===== src/rtl/xdma_c2h_stream_arbiter_if.sv =====
// AXI-Stream bundle used on both sides of the C2H stream arbiter.
// The master side drives payload and tid, the slave side returns tready.
interface xdma_c2h_stream_arbiter_if #(
  parameter int TDATA_WIDTH = 512,
  parameter int TKEEP_WIDTH = 64,
  parameter int TUSER_WIDTH = 1
);
  logic                   tvalid;
  logic                   tready;
  logic                   tlast;
  logic [TDATA_WIDTH-1:0] tdata;
  logic [TKEEP_WIDTH-1:0] tkeep;
  logic [TUSER_WIDTH-1:0] tuser;
  logic                   tid;

  modport master (
    output tvalid, tlast, tdata, tkeep, tuser, tid,
    input  tready
  );

  modport slave (
    input  tvalid, tlast, tdata, tkeep, tuser,
    output tready
  );
endinterface


===== src/rtl/xdma_c2h_stream_arbiter.sv =====
// Frame-atomic round-robin arbiter merging two CMAC RX streams onto the
// single XDMA C2H stream. A grant is held from the first beat until the
// beat carrying tlast is accepted; ties go to the source not served last.
// Output is a single register slice; each beat is tagged with its source.
module xdma_c2h_stream_arbiter #(
  parameter int TDATA_WIDTH = 512,
  parameter int TKEEP_WIDTH = 64,
  parameter int TUSER_WIDTH = 1,
  parameter int CNT_WIDTH   = 16
) (
  input  logic                  xdma_clk,
  input  logic                  xdma_reset,
  xdma_c2h_stream_arbiter_if.slave  s0_axis,
  xdma_c2h_stream_arbiter_if.slave  s1_axis,
  xdma_c2h_stream_arbiter_if.master m_axis,
  output logic [CNT_WIDTH-1:0]  frame_cnt0,
  output logic [CNT_WIDTH-1:0]  frame_cnt1,
  output logic                  busy
);

  typedef enum logic [1:0] {
    IDLE  = 2'd0,
    BUSY0 = 2'd1,
    BUSY1 = 2'd2
  } state_t;

  localparam logic [CNT_WIDTH-1:0] CNT_ONE = {{(CNT_WIDTH-1){1'b0}}, 1'b1};

  state_t                 state_r;
  logic                   last_grant_r;
  logic                   busy_r;
  logic [CNT_WIDTH-1:0]   frame_cnt0_r;
  logic [CNT_WIDTH-1:0]   frame_cnt1_r;

  logic                   m_valid_r;
  logic                   m_last_r;
  logic                   m_tid_r;
  logic [TDATA_WIDTH-1:0] m_data_r;
  logic [TKEEP_WIDTH-1:0] m_keep_r;
  logic [TUSER_WIDTH-1:0] m_user_r;

  logic                   out_ready_s;
  logic                   s0_ready_s;
  logic                   s1_ready_s;
  logic                   acc0_s;
  logic                   acc1_s;
  logic                   acc_s;
  logic                   sel_last_s;
  logic [TDATA_WIDTH-1:0] sel_data_s;
  logic [TKEEP_WIDTH-1:0] sel_keep_s;
  logic [TUSER_WIDTH-1:0] sel_user_s;

  // Handshake decode: only the granted source sees the slice's readiness
  always_comb begin
    out_ready_s = !m_valid_r || m_axis.tready;
    s0_ready_s  = (state_r == BUSY0) && out_ready_s;
    s1_ready_s  = (state_r == BUSY1) && out_ready_s;
    acc0_s      = s0_ready_s && s0_axis.tvalid;
    acc1_s      = s1_ready_s && s1_axis.tvalid;
    acc_s       = acc0_s || acc1_s;
  end

  // Payload select from the granted source
  always_comb begin
    if (state_r == BUSY1) begin
      sel_data_s = s1_axis.tdata;
      sel_keep_s = s1_axis.tkeep;
      sel_user_s = s1_axis.tuser;
      sel_last_s = s1_axis.tlast;
    end else begin
      sel_data_s = s0_axis.tdata;
      sel_keep_s = s0_axis.tkeep;
      sel_user_s = s0_axis.tuser;
      sel_last_s = s0_axis.tlast;
    end
  end

  // Grant FSM with round-robin history, busy flag and per-source frame counters
  always_ff @(posedge xdma_clk or negedge xdma_reset) begin
    if (!xdma_reset) begin
      state_r      <= IDLE;
      last_grant_r <= 1'b1;
      busy_r       <= 1'b0;
      frame_cnt0_r <= {CNT_WIDTH{1'b0}};
      frame_cnt1_r <= {CNT_WIDTH{1'b0}};
    end else begin
      case (state_r)
        IDLE: begin
          if (s0_axis.tvalid && (!s1_axis.tvalid || last_grant_r)) begin
            state_r <= BUSY0;
            busy_r  <= 1'b1;
          end else if (s1_axis.tvalid) begin
            state_r <= BUSY1;
            busy_r  <= 1'b1;
          end else begin
            state_r <= IDLE;
            busy_r  <= 1'b0;
          end
        end
        BUSY0: begin
          if (acc0_s && s0_axis.tlast) begin
            state_r      <= IDLE;
            busy_r       <= 1'b0;
            last_grant_r <= 1'b0;
            frame_cnt0_r <= frame_cnt0_r + CNT_ONE;
          end else begin
            state_r <= BUSY0;
            busy_r  <= 1'b1;
          end
        end
        BUSY1: begin
          if (acc1_s && s1_axis.tlast) begin
            state_r      <= IDLE;
            busy_r       <= 1'b0;
            last_grant_r <= 1'b1;
            frame_cnt1_r <= frame_cnt1_r + CNT_ONE;
          end else begin
            state_r <= BUSY1;
            busy_r  <= 1'b1;
          end
        end
        default: begin
          state_r <= IDLE;
          busy_r  <= 1'b0;
        end
      endcase
    end
  end

  // Output register slice: load on accept, drain when downstream takes the beat
  always_ff @(posedge xdma_clk or negedge xdma_reset) begin
    if (!xdma_reset) begin
      m_valid_r <= 1'b0;
      m_last_r  <= 1'b0;
      m_tid_r   <= 1'b0;
      m_data_r  <= {TDATA_WIDTH{1'b0}};
      m_keep_r  <= {TKEEP_WIDTH{1'b0}};
      m_user_r  <= {TUSER_WIDTH{1'b0}};
    end else if (acc_s) begin
      m_valid_r <= 1'b1;
      m_last_r  <= sel_last_s;
      m_tid_r   <= acc1_s;
      m_data_r  <= sel_data_s;
      m_keep_r  <= sel_keep_s;
      m_user_r  <= sel_user_s;
    end else if (m_axis.tready) begin
      m_valid_r <= 1'b0;
    end else begin
      m_valid_r <= m_valid_r;
    end
  end

  assign s0_axis.tready = s0_ready_s;
  assign s1_axis.tready = s1_ready_s;
  assign m_axis.tvalid  = m_valid_r;
  assign m_axis.tlast   = m_last_r;
  assign m_axis.tid     = m_tid_r;
  assign m_axis.tdata   = m_data_r;
  assign m_axis.tkeep   = m_keep_r;
  assign m_axis.tuser   = m_user_r;
  assign frame_cnt0     = frame_cnt0_r;
  assign frame_cnt1     = frame_cnt1_r;
  assign busy           = busy_r;

endmodule


===== src/flat_wrapper.sv =====
// flat-port wrapper written by rule: the top's interface ports become plain ports
module xdma_c2h_stream_arbiter_flat 
#(
  parameter int TDATA_WIDTH = 512,
  parameter int TKEEP_WIDTH = 64,
  parameter int TUSER_WIDTH = 1,
  parameter int CNT_WIDTH   = 16
)
  (xdma_clk, xdma_reset, frame_cnt0, frame_cnt1, busy, s0_axis_tvalid, s0_axis_tlast, s0_axis_tdata, s0_axis_tkeep, s0_axis_tuser, s0_axis_tready, s1_axis_tvalid, s1_axis_tlast, s1_axis_tdata, s1_axis_tkeep, s1_axis_tuser, s1_axis_tready, m_axis_tvalid, m_axis_tlast, m_axis_tdata, m_axis_tkeep, m_axis_tuser, m_axis_tid, m_axis_tready);
  xdma_c2h_stream_arbiter_if #(.TDATA_WIDTH(TDATA_WIDTH), .TKEEP_WIDTH(TKEEP_WIDTH), .TUSER_WIDTH(TUSER_WIDTH)) s0_axis_i ();
  xdma_c2h_stream_arbiter_if #(.TDATA_WIDTH(TDATA_WIDTH), .TKEEP_WIDTH(TKEEP_WIDTH), .TUSER_WIDTH(TUSER_WIDTH)) s1_axis_i ();
  xdma_c2h_stream_arbiter_if #(.TDATA_WIDTH(TDATA_WIDTH), .TKEEP_WIDTH(TKEEP_WIDTH), .TUSER_WIDTH(TUSER_WIDTH)) m_axis_i ();
  input  logic xdma_clk;
  input  logic xdma_reset;
  output logic [CNT_WIDTH-1:0] frame_cnt0;
  output logic [CNT_WIDTH-1:0] frame_cnt1;
  output logic busy;
  input wire logic [$bits(s0_axis_i.tvalid)-1:0] s0_axis_tvalid;
  input wire logic [$bits(s0_axis_i.tlast)-1:0] s0_axis_tlast;
  input wire logic [$bits(s0_axis_i.tdata)-1:0] s0_axis_tdata;
  input wire logic [$bits(s0_axis_i.tkeep)-1:0] s0_axis_tkeep;
  input wire logic [$bits(s0_axis_i.tuser)-1:0] s0_axis_tuser;
  output wire logic [$bits(s0_axis_i.tready)-1:0] s0_axis_tready;
  input wire logic [$bits(s1_axis_i.tvalid)-1:0] s1_axis_tvalid;
  input wire logic [$bits(s1_axis_i.tlast)-1:0] s1_axis_tlast;
  input wire logic [$bits(s1_axis_i.tdata)-1:0] s1_axis_tdata;
  input wire logic [$bits(s1_axis_i.tkeep)-1:0] s1_axis_tkeep;
  input wire logic [$bits(s1_axis_i.tuser)-1:0] s1_axis_tuser;
  output wire logic [$bits(s1_axis_i.tready)-1:0] s1_axis_tready;
  output wire logic [$bits(m_axis_i.tvalid)-1:0] m_axis_tvalid;
  output wire logic [$bits(m_axis_i.tlast)-1:0] m_axis_tlast;
  output wire logic [$bits(m_axis_i.tdata)-1:0] m_axis_tdata;
  output wire logic [$bits(m_axis_i.tkeep)-1:0] m_axis_tkeep;
  output wire logic [$bits(m_axis_i.tuser)-1:0] m_axis_tuser;
  output wire logic [$bits(m_axis_i.tid)-1:0] m_axis_tid;
  input wire logic [$bits(m_axis_i.tready)-1:0] m_axis_tready;
  assign s0_axis_i.tvalid = s0_axis_tvalid;
  assign s0_axis_i.tlast = s0_axis_tlast;
  assign s0_axis_i.tdata = s0_axis_tdata;
  assign s0_axis_i.tkeep = s0_axis_tkeep;
  assign s0_axis_i.tuser = s0_axis_tuser;
  assign s0_axis_tready = s0_axis_i.tready;
  assign s1_axis_i.tvalid = s1_axis_tvalid;
  assign s1_axis_i.tlast = s1_axis_tlast;
  assign s1_axis_i.tdata = s1_axis_tdata;
  assign s1_axis_i.tkeep = s1_axis_tkeep;
  assign s1_axis_i.tuser = s1_axis_tuser;
  assign s1_axis_tready = s1_axis_i.tready;
  assign m_axis_tvalid = m_axis_i.tvalid;
  assign m_axis_tlast = m_axis_i.tlast;
  assign m_axis_tdata = m_axis_i.tdata;
  assign m_axis_tkeep = m_axis_i.tkeep;
  assign m_axis_tuser = m_axis_i.tuser;
  assign m_axis_tid = m_axis_i.tid;
  assign m_axis_i.tready = m_axis_tready;
  xdma_c2h_stream_arbiter #(.TDATA_WIDTH(TDATA_WIDTH), .TKEEP_WIDTH(TKEEP_WIDTH), .TUSER_WIDTH(TUSER_WIDTH), .CNT_WIDTH(CNT_WIDTH)) u_core (.xdma_clk(xdma_clk), .xdma_reset(xdma_reset), .s0_axis(s0_axis_i), .s1_axis(s1_axis_i), .m_axis(m_axis_i), .frame_cnt0(frame_cnt0), .frame_cnt1(frame_cnt1), .busy(busy));
endmodule

===== config.mk =====
export PLATFORM = sky130hd
export DESIGN_NAME = xdma_c2h_stream_arbiter_flat
export DESIGN_NICKNAME = d
export VERILOG_FILES = /design/src/rtl/xdma_c2h_stream_arbiter_if.sv /design/src/rtl/xdma_c2h_stream_arbiter.sv /design/src/flat_wrapper.sv
export SDC_FILE = /design/constraint.sdc
export NUM_CORES = 2
export LEC_CHECK = 0
export ABC_AREA = 1
export CAP_MARGIN = 25
export CORE_AREA = 5 5 687 689
export CTS_BUF_LIST = sky130_fd_sc_hd__clkbuf_4
export DETAILED_ROUTE_END_ITERATION = 16
export DIE_AREA = 0 0 692 694
export GPL_TIMING_DRIVEN = 0
export HOLD_SLACK_MARGIN = 0.15
export PLACE_DENSITY_LB_ADDON = 0.2
export SLEW_MARGIN = 20
export SYNTH_ARGS = -nofsm -noshare
export SYNTH_HDL_FRONTEND = slang
export SYNTH_SLANG_ARGS = --single-unit

===== constraint.sdc =====
create_clock -name xdma_clk -period 4.2 [get_ports xdma_clk]
set_clock_uncertainty 0.05 [all_clocks]
set_input_delay 1.05 -clock xdma_clk [delete_from_list [all_inputs] [get_ports xdma_clk]]
set_output_delay 1.05 -clock xdma_clk [all_outputs]
set_load 0.05 [all_outputs]

==> results by group <==
Clock tree
  – H-tree levels: 4
  – CTS clk-pin slew, worst paths: 0.05 ns
  – TritonCTS clock tree: yes
  – Clock buffers created by TritonCTS: 216
  – Clk buf depth: 4
  – Worst-skew pair later-pin latency: 1.36 ns
  – Clock Tree Root: clkbuf_4
  – Clock sinks: 616

Synth
  – Compound-gate portion of the synthesized area: 19.7%
  – Largest family of logic cells by synthesized area: simple AND/OR/NAND/NOR gates
  – Post-Synth XOR/XNOR Area: 0.597%
  – Post-synthesis mux area share: 0%
  – Post-synthesis sequential area ratio: 52.5%
  – Post-synth top area cell: dfrtp_1
  – Share of the synthesized area in the top cell type: 52.4%
  – Adder-Cell Fraction of Synth Area: 0.0852%
  – Area of the mapped netlist: 29400 um^2
  – Netlist cell types: 25
  – Simple-gate share of the synthesized area: 21.9%
  – Synth Register Bits: 616
  – Post-Syn Instances: 3386
  – Largest cells by area after synthesis: dfrtp_1 (52%), or2_2 (12%), o21ai_0 (11%)
  – Synth Warn #: 0
  – Avg Inst Size Synth: 8.67 um^2
  – Synthesized net count: 4549

Cells and area
  – Final non-filler cell total: 12500
  – Most frequent cells in the layout: clkdlybuf4s50_1 (1753), nand2_1 (664), dfrtp_1 (615)
  – Share of cells above drive strength 1: 17.0%
  – Commonest non-fill, non-tap cell in the layout: clkdlybuf4s50_1
  – Fill cell count: 53400
  – Post-route cell area: 63900 um^2
  – Layout area overhead: 117%
  – Fin nets: 7111
  – Final core occ: 13.7%

Route
  – Met2 WL: 185000 um
  – Antenna Violating Nets Remaining: 0
  – Top Metal Used: met5
  – TritonRoute pass-1 iters: 7
  – Routed wire per std cell: 32.6 um
  – 1st-iter DRT viols: 2563
  – Number of remaining DRC errors: 0
  – Metal3 WL: 45300 um
  – Post-Route WL: 406000 um
  – Vias per cell: 3.12
  – Via Count: 38900
  – Metal1 wirelength: 159000 um

Power
  – P_leak: 24.7 nW
  – Worst vdd ir: 361 uV
  – PwrDens: 763 nW/um^2
  – Overall power: 48.7 mW

GRT
  – Antenna violations before repair: 481
  – Total gr overflow: 0
  – Largest net degree at the start of global routing: 81
  – Vias in the first global route: 39600
  – First-pass GRT wire length: 495000 um
  – All-Layer GR Usage: 16.2%

STA
  – Fmax: 0.258 GHz
  – Crit path time final: 3.88 ns
  – RSZ-0062 raised after global routing: no
  – Final Hold Slack: 0.437 ns
  – Final period utilization: 92.4%
  – Final setup viols: 0
  – Tightest Pin Transition: 1.10 ns
  – Max-slew violation count: 0
  – Relative slew slack: 26.6%
  – Fin. Hold Viols: 0

Placed design
  – Port bufs: 1775
  – Post-DP Area: 55300 um^2
  – Cells after DPL: 11400
  – Hpwl dp: 358000 um
  – RePlAce Congestion: 1.04

Floorplan
  – Die Footprint: 480000 um^2
  – I/O pins: 1776
  – Die Span X: 692 um
  – # rows: 251
  – Die outline height: 694 um
  – Starting Density: 6.31%
  – Core Box Area: 465000 um^2

Status
  – Status: finished clean

Flow run
  – Max-Cap Viols: 0

Setup path
  – Reg2reg setup slack: 0.45 ns
  – Worst setup path class: register to output port
  – CP max stage cell: clkdlybuf4s50_1
  – Crit-path cells: clkdlybuf4s50_1
  – Critical Path RT: 3.10 ns
  – CP delay by family, top: buffers and inverters
  – CP bufs+invs: 1
  – CP peak stage delay: 1.07 ns
  – Endpoint class of the critical path: output port
  – Worst-path maximum fanout: 2
  – Startpoint types: register
  – Arrival time worst endpoint: 2.78 ns

Min path
  – Hold Path Class: register to register
-- cell usage after synthesis (all sizes together) --
cell	count
a21boi	1
nand4	9
nor2	36
dfstp	1
or2	577
ha	2
nor3	5
nand3b	5
clkbuf	187
inv	25
buf	71
xor2	18
nand2	664
xnor2	2
nand3	11
dfrtp	615
o21ai	1157
-- sequential cells by signal, indices dropped and copies added, names as in the netlist, 2 cells and up --
signal	cells
u_core.frame_cnt0	16
u_core.frame_cnt1	16
u_core.m_axis.tdata	512
u_core.m_axis.tkeep	64
u_core.state_r	2
-- logic make-up after synthesis --
logic type / after synthesis
XOR/XNOR: 20
buffers and inverters: 283
AND/OR/NAND/NOR: 1307
adder cells (fa/ha/maj): 2
flip-flops: 616
AO/OA/AOI/OAI: 1158
-- worst min-delay path, stage by stage, from the launching register on --
cell,delay (ns)
dfrtp_1,0.34
nand2_1,0.05
o21ai_0,0.05
-- worst paths after layout --
check,from,endpoint,cells after the start
min in group asynchronous,xdma_reset,u_core.m_axis.tdata[87],4
max in group asynchronous,xdma_reset,u_core.m_axis.tdata[10],7
max,u_core.m_axis.tdata[356],m_axis_tdata[356],1
min,u_core.m_axis.tdata[4],u_core.m_axis.tdata[4],2
min reg2reg,u_core.m_axis.tdata[4],u_core.m_axis.tdata[4],2
max reg2reg,u_core.state_r[1],u_core.m_axis.tdata[326],10
-- area by class of cell --
cell class / count / area (um^2) / share of cell area [%]
Timing Repair Buffer: 2345 / 23700 / 37.0
Sequential cell: 616 / 15400 / 24.1
Multi-Input combinational cell: 2487 / 12400 / 19.5
Tap cell: 6198 / 7750 / 12.1
Clock buffer: 313 / 2350 / 3.68
Buffer: 257 / 1450 / 2.27
Antenna cell: 162 / 405 / 0.635
Clock inverter: 63 / 300 / 0.470
Inverter: 25 / 93.8 / 0.147
-- report_power, final --
group	internal [mW]	switching, mW	leakage [nW]
Combinational	9.75	21.4	15.5
Sequential	8.77	1.80	7.63
Clock	3.40	3.61	1.57
-- metal layers --
metal	up-vias	GRT usage, %
li1	16800	-
met1	18700	18.7
met2	2304	26.3
met3	867	7.83
met4	238	5.31
met5	-	0
-- through the flow --
step | setup slack (ns) | TNS [ns]
3_5_place_dp | -0.812 | -139.49
4_1_cts | 0.00133 | 0
5_1_grt | 0.0860 | 0
2_1_floorplan | 0.772 | 0
6_report | 0.318 | 0
3_3_place_gp | -31.84 | -
-- repair_timing --
action / 4_1_cts / 5_1_grt
hold endpoints to repair: 585 / 0
setup endpoints to repair: 22 / 0
gates resized for setup: 31 / 0
hold buffers: 551 / 0
buffers inserted: 1 / 0
Note: power is estimated with default switching activity, not from simulation.
==> RTL edit (config.mk and constraints unchanged) <==
Put one more register stage on the output `frame_cnt1`, cleared by the reset. The value now appears one clock later. The other outputs are not delayed to match.
--- a/src/rtl/xdma_c2h_stream_arbiter.sv
+++ b/src/rtl/xdma_c2h_stream_arbiter.sv
@@ -160,5 +160,11 @@
   assign m_axis.tuser   = m_user_r;
   assign frame_cnt0     = frame_cnt0_r;
-  assign frame_cnt1     = frame_cnt1_r;
+  always_ff @(posedge xdma_clk or negedge xdma_reset) begin
+    if (!xdma_reset) begin
+      frame_cnt1 <= '0;
+    end else begin
+      frame_cnt1 <= frame_cnt1_r;
+    end
+  end
   assign busy           = busy_r;
 
Formal check against the unedited RTL: not equivalent (a bounded check fails within 4 cycles, from zero or initial values and one cycle with xdma_reset low).
==> RTL edit against the original RTL <==
  * Global-route usage shrank 0.93 points
  * Power is 1.3% higher
  * Worst hold slack got worse by 0.073 ns
  * Critical path type is now in2out
  * Area after synthesis is 1.6% higher
  * Worst setup slack got worse by 0.23 ns
  * Sequential share of layout area increased by 1.1 points
  * Design area is 1.7% lower
  * Wire length shrank 5.8%
  * Sequential cell count grew 16
==> RTL edit: results (changes against the original RTL) <==
The tools report the launching point of the worst reg2reg path as u_core.state_r[1] (unchanged). The total routed wire length on the met1 layer came out at 154000 µm (was 159000 µm). The run gives 3.01 ns (was 2.78 ns) as the data arrival time of the critical path. The number of input and output port buffers inserted came out at 1775 (unchanged). The startpoint of the most critical setup path was m_axis_tready (was u_core.m_axis.tdata[356]).

Total CTS buffers: 225 (was 216). The layout cell share with drive strength beyond 1 was 9.28% (was 17.0%); the global-route wire length before repair was 473000 µm (was 495000 µm). The logs give 6 (was 7) for the total iterations of the first detailed-routing run and 4.98% (was 7.83%) for the global-route met3 utilization. The largest incremental delay on the critical path was 0.55 ns (was 1.07 ns).

The logs give 62700 µm² (was 63900 µm²) for the final design area excluding fillers and 26.5% (was 26.3%) for the global routing usage on met2. The run finished with clean final reports. The violation count after the first detailed-routing iteration is 2502 (was 2563), and the final-stage net count is 7053 (was 7111). For the instance count after placement with tap cells included, the log shows 11459 (was 11377). The transition time of the tightest slew-check pin came out at 1.09 ns (was 1.10 ns). Post-cts gate resize count: 36 (was 31). The sum of met2 wire segment lengths after detailed routing was 184000 µm (was 185000 µm); the total via count in the routed design was 38590 (was 38858). The post-DP HPWL is 338000 µm (was 358000 µm). The share of the yosys chip area belonging to registers is 53.0% (was 52.5%), and the highest net fanout along the worst path is 6 (was 2). The number of hold-repair buffers added at the cts stage is 400 (was 551), and the synthesized net count is 4624 (was 4549). The number of warnings printed during yosys synthesis came out at 0 (unchanged). Met1 track demand over resource in global routing: 18.0% (was 18.7%). The slowest stage cell on the critical path is sky130_fd_sc_hd__dlygate4sd3_1 (was sky130_fd_sc_hd__clkdlybuf4s50_1).

The run gives 77 (was 81) as the maximum number of pins on one net before global-route repair. The via count of the first global-routing pass was 39992 (was 39582); the number of filler instances in the final layout was 53566 (was 53360). The number of cells produced by synthesis is 3461 (was 3386), and the count of state elements after synthesis is 632 (was 616).

Cell types with the highest counts after synthesis: sky130_fd_sc_hd__nor2_1, sky130_fd_sc_hd__dfrtp_1, sky130_fd_sc_hd__o21a_1, sky130_fd_sc_hd__o21ai_0, sky130_fd_sc_hd__o21ai_1 (was sky130_fd_sc_hd__nand2_1, sky130_fd_sc_hd__o21ai_0, sky130_fd_sc_hd__dfrtp_1, sky130_fd_sc_hd__or2_2, sky130_fd_sc_hd__o21ai_1). Total length of routed wires: 383000 µm (was 406000 µm). The logs give 318 (was 481) for the number of antenna violations at the first check in global routing and 55700 µm² (was 55300 µm²) for the standard cell area after detailed placement. The tools report the critical hold path startpoint as u_core.frame_cnt1_r[15] (was u_core.m_axis.tdata[4]).

The logs give 15.3% (was 16.2%) for the overall routing resource usage and -0.617 ns (was -0.812 ns) for the worst setup timing slack at the placement stage. The leakage power was 0.0227 µW (was 0.0247 µW).
-- RTL edit: cell count changes after synthesis, moves of 50 or more --
cell,unedited run,this run
sky130_fd_sc_hd__o21ai_1,531,144
sky130_fd_sc_hd__o21a_1,0,577
sky130_fd_sc_hd__nor2_1,34,1196
sky130_fd_sc_hd__buf_6,55,5
sky130_fd_sc_hd__buf_2,14,126
sky130_fd_sc_hd__or2_2,577,0
sky130_fd_sc_hd__o21ai_0,626,451
sky130_fd_sc_hd__clkbuf_1,172,72
sky130_fd_sc_hd__nand2_1,664,95
-- RTL edit: final timing paths --
path                                             to  slack, ns  depth (start not counted)
hold reg to reg               u_core.frame_cnt1[15]       0.36                          0
hold / removal                u_core.frame_cnt1[15]       0.36                          0
min in group asynchronous  u_core.m_axis.tdata[496]       0.83                          4
max in group asynchronous  u_core.m_axis.tdata[267]       1.32                          7
setup / recovery                     s0_axis_tready       0.09                          7
setup reg to reg            u_core.m_axis.tdata[38]       0.20                         11
-- RTL edit: worst reg2reg max path, cell delays in order (launching register included) --
cell and delay [ns]:
sky130_fd_sc_hd__dfrtp_1 0.37, sky130_fd_sc_hd__inv_2 0.05, sky130_fd_sc_hd__nor2_4 0.12, sky130_fd_sc_hd__buf_12 0.14, sky130_fd_sc_hd__buf_4 0.35, sky130_fd_sc_hd__nand3_1 0.35
sky130_fd_sc_hd__nand2_2 0.23, sky130_fd_sc_hd__buf_4 0.52, sky130_fd_sc_hd__clkbuf_1 0.80, sky130_fd_sc_hd__o21ai_0 0.21, sky130_fd_sc_hd__dlygate4sd3_1 0.61, sky130_fd_sc_hd__o21a_1 0.10
-- RTL edit: report_power, final --
| part | switching (µW) | internal (µW) | total [µW] |
|---|---|---|---|
| clock | 3640 | 3580 | 7220 |
| combinational | 21700 | 9660 | 31400 |
| sequential | 1810 | 8920 | 10700 |
| total | 27200 | 22200 | 49300 |
-- RTL edit: cell families (layout without fill, tap and decap cells) --
kind of cell             Yosys count  in the layout  synth area share (%)
AND/OR/NAND/NOR                 1345           1345                  17.3
adder cells (fa/ha/maj)            2              2                0.0839
flip-flops                       632            632                  53.0
buffers and inverters            303           2890                  4.98
other                              0             77                     0
AO/OA/AOI/OAI                   1177           1177                  24.6
XOR/XNOR                           2              2                0.0587
-- RTL edit: cell type report --
| type | instances | area share, % |
|---|---|---|
| repair buffers | 2203 | 35.4 |
| flip-flops and latches | 632 | 25.2 |
| multi-input cells | 2526 | 20.0 |
| well taps | 6198 | 12.4 |
| clock buffers | 327 | 3.91 |
| plain buffers | 259 | 2.15 |
| clock inverters | 58 | 0.433 |
| diodes | 77 | 0.307 |
| inverters | 43 | 0.257 |
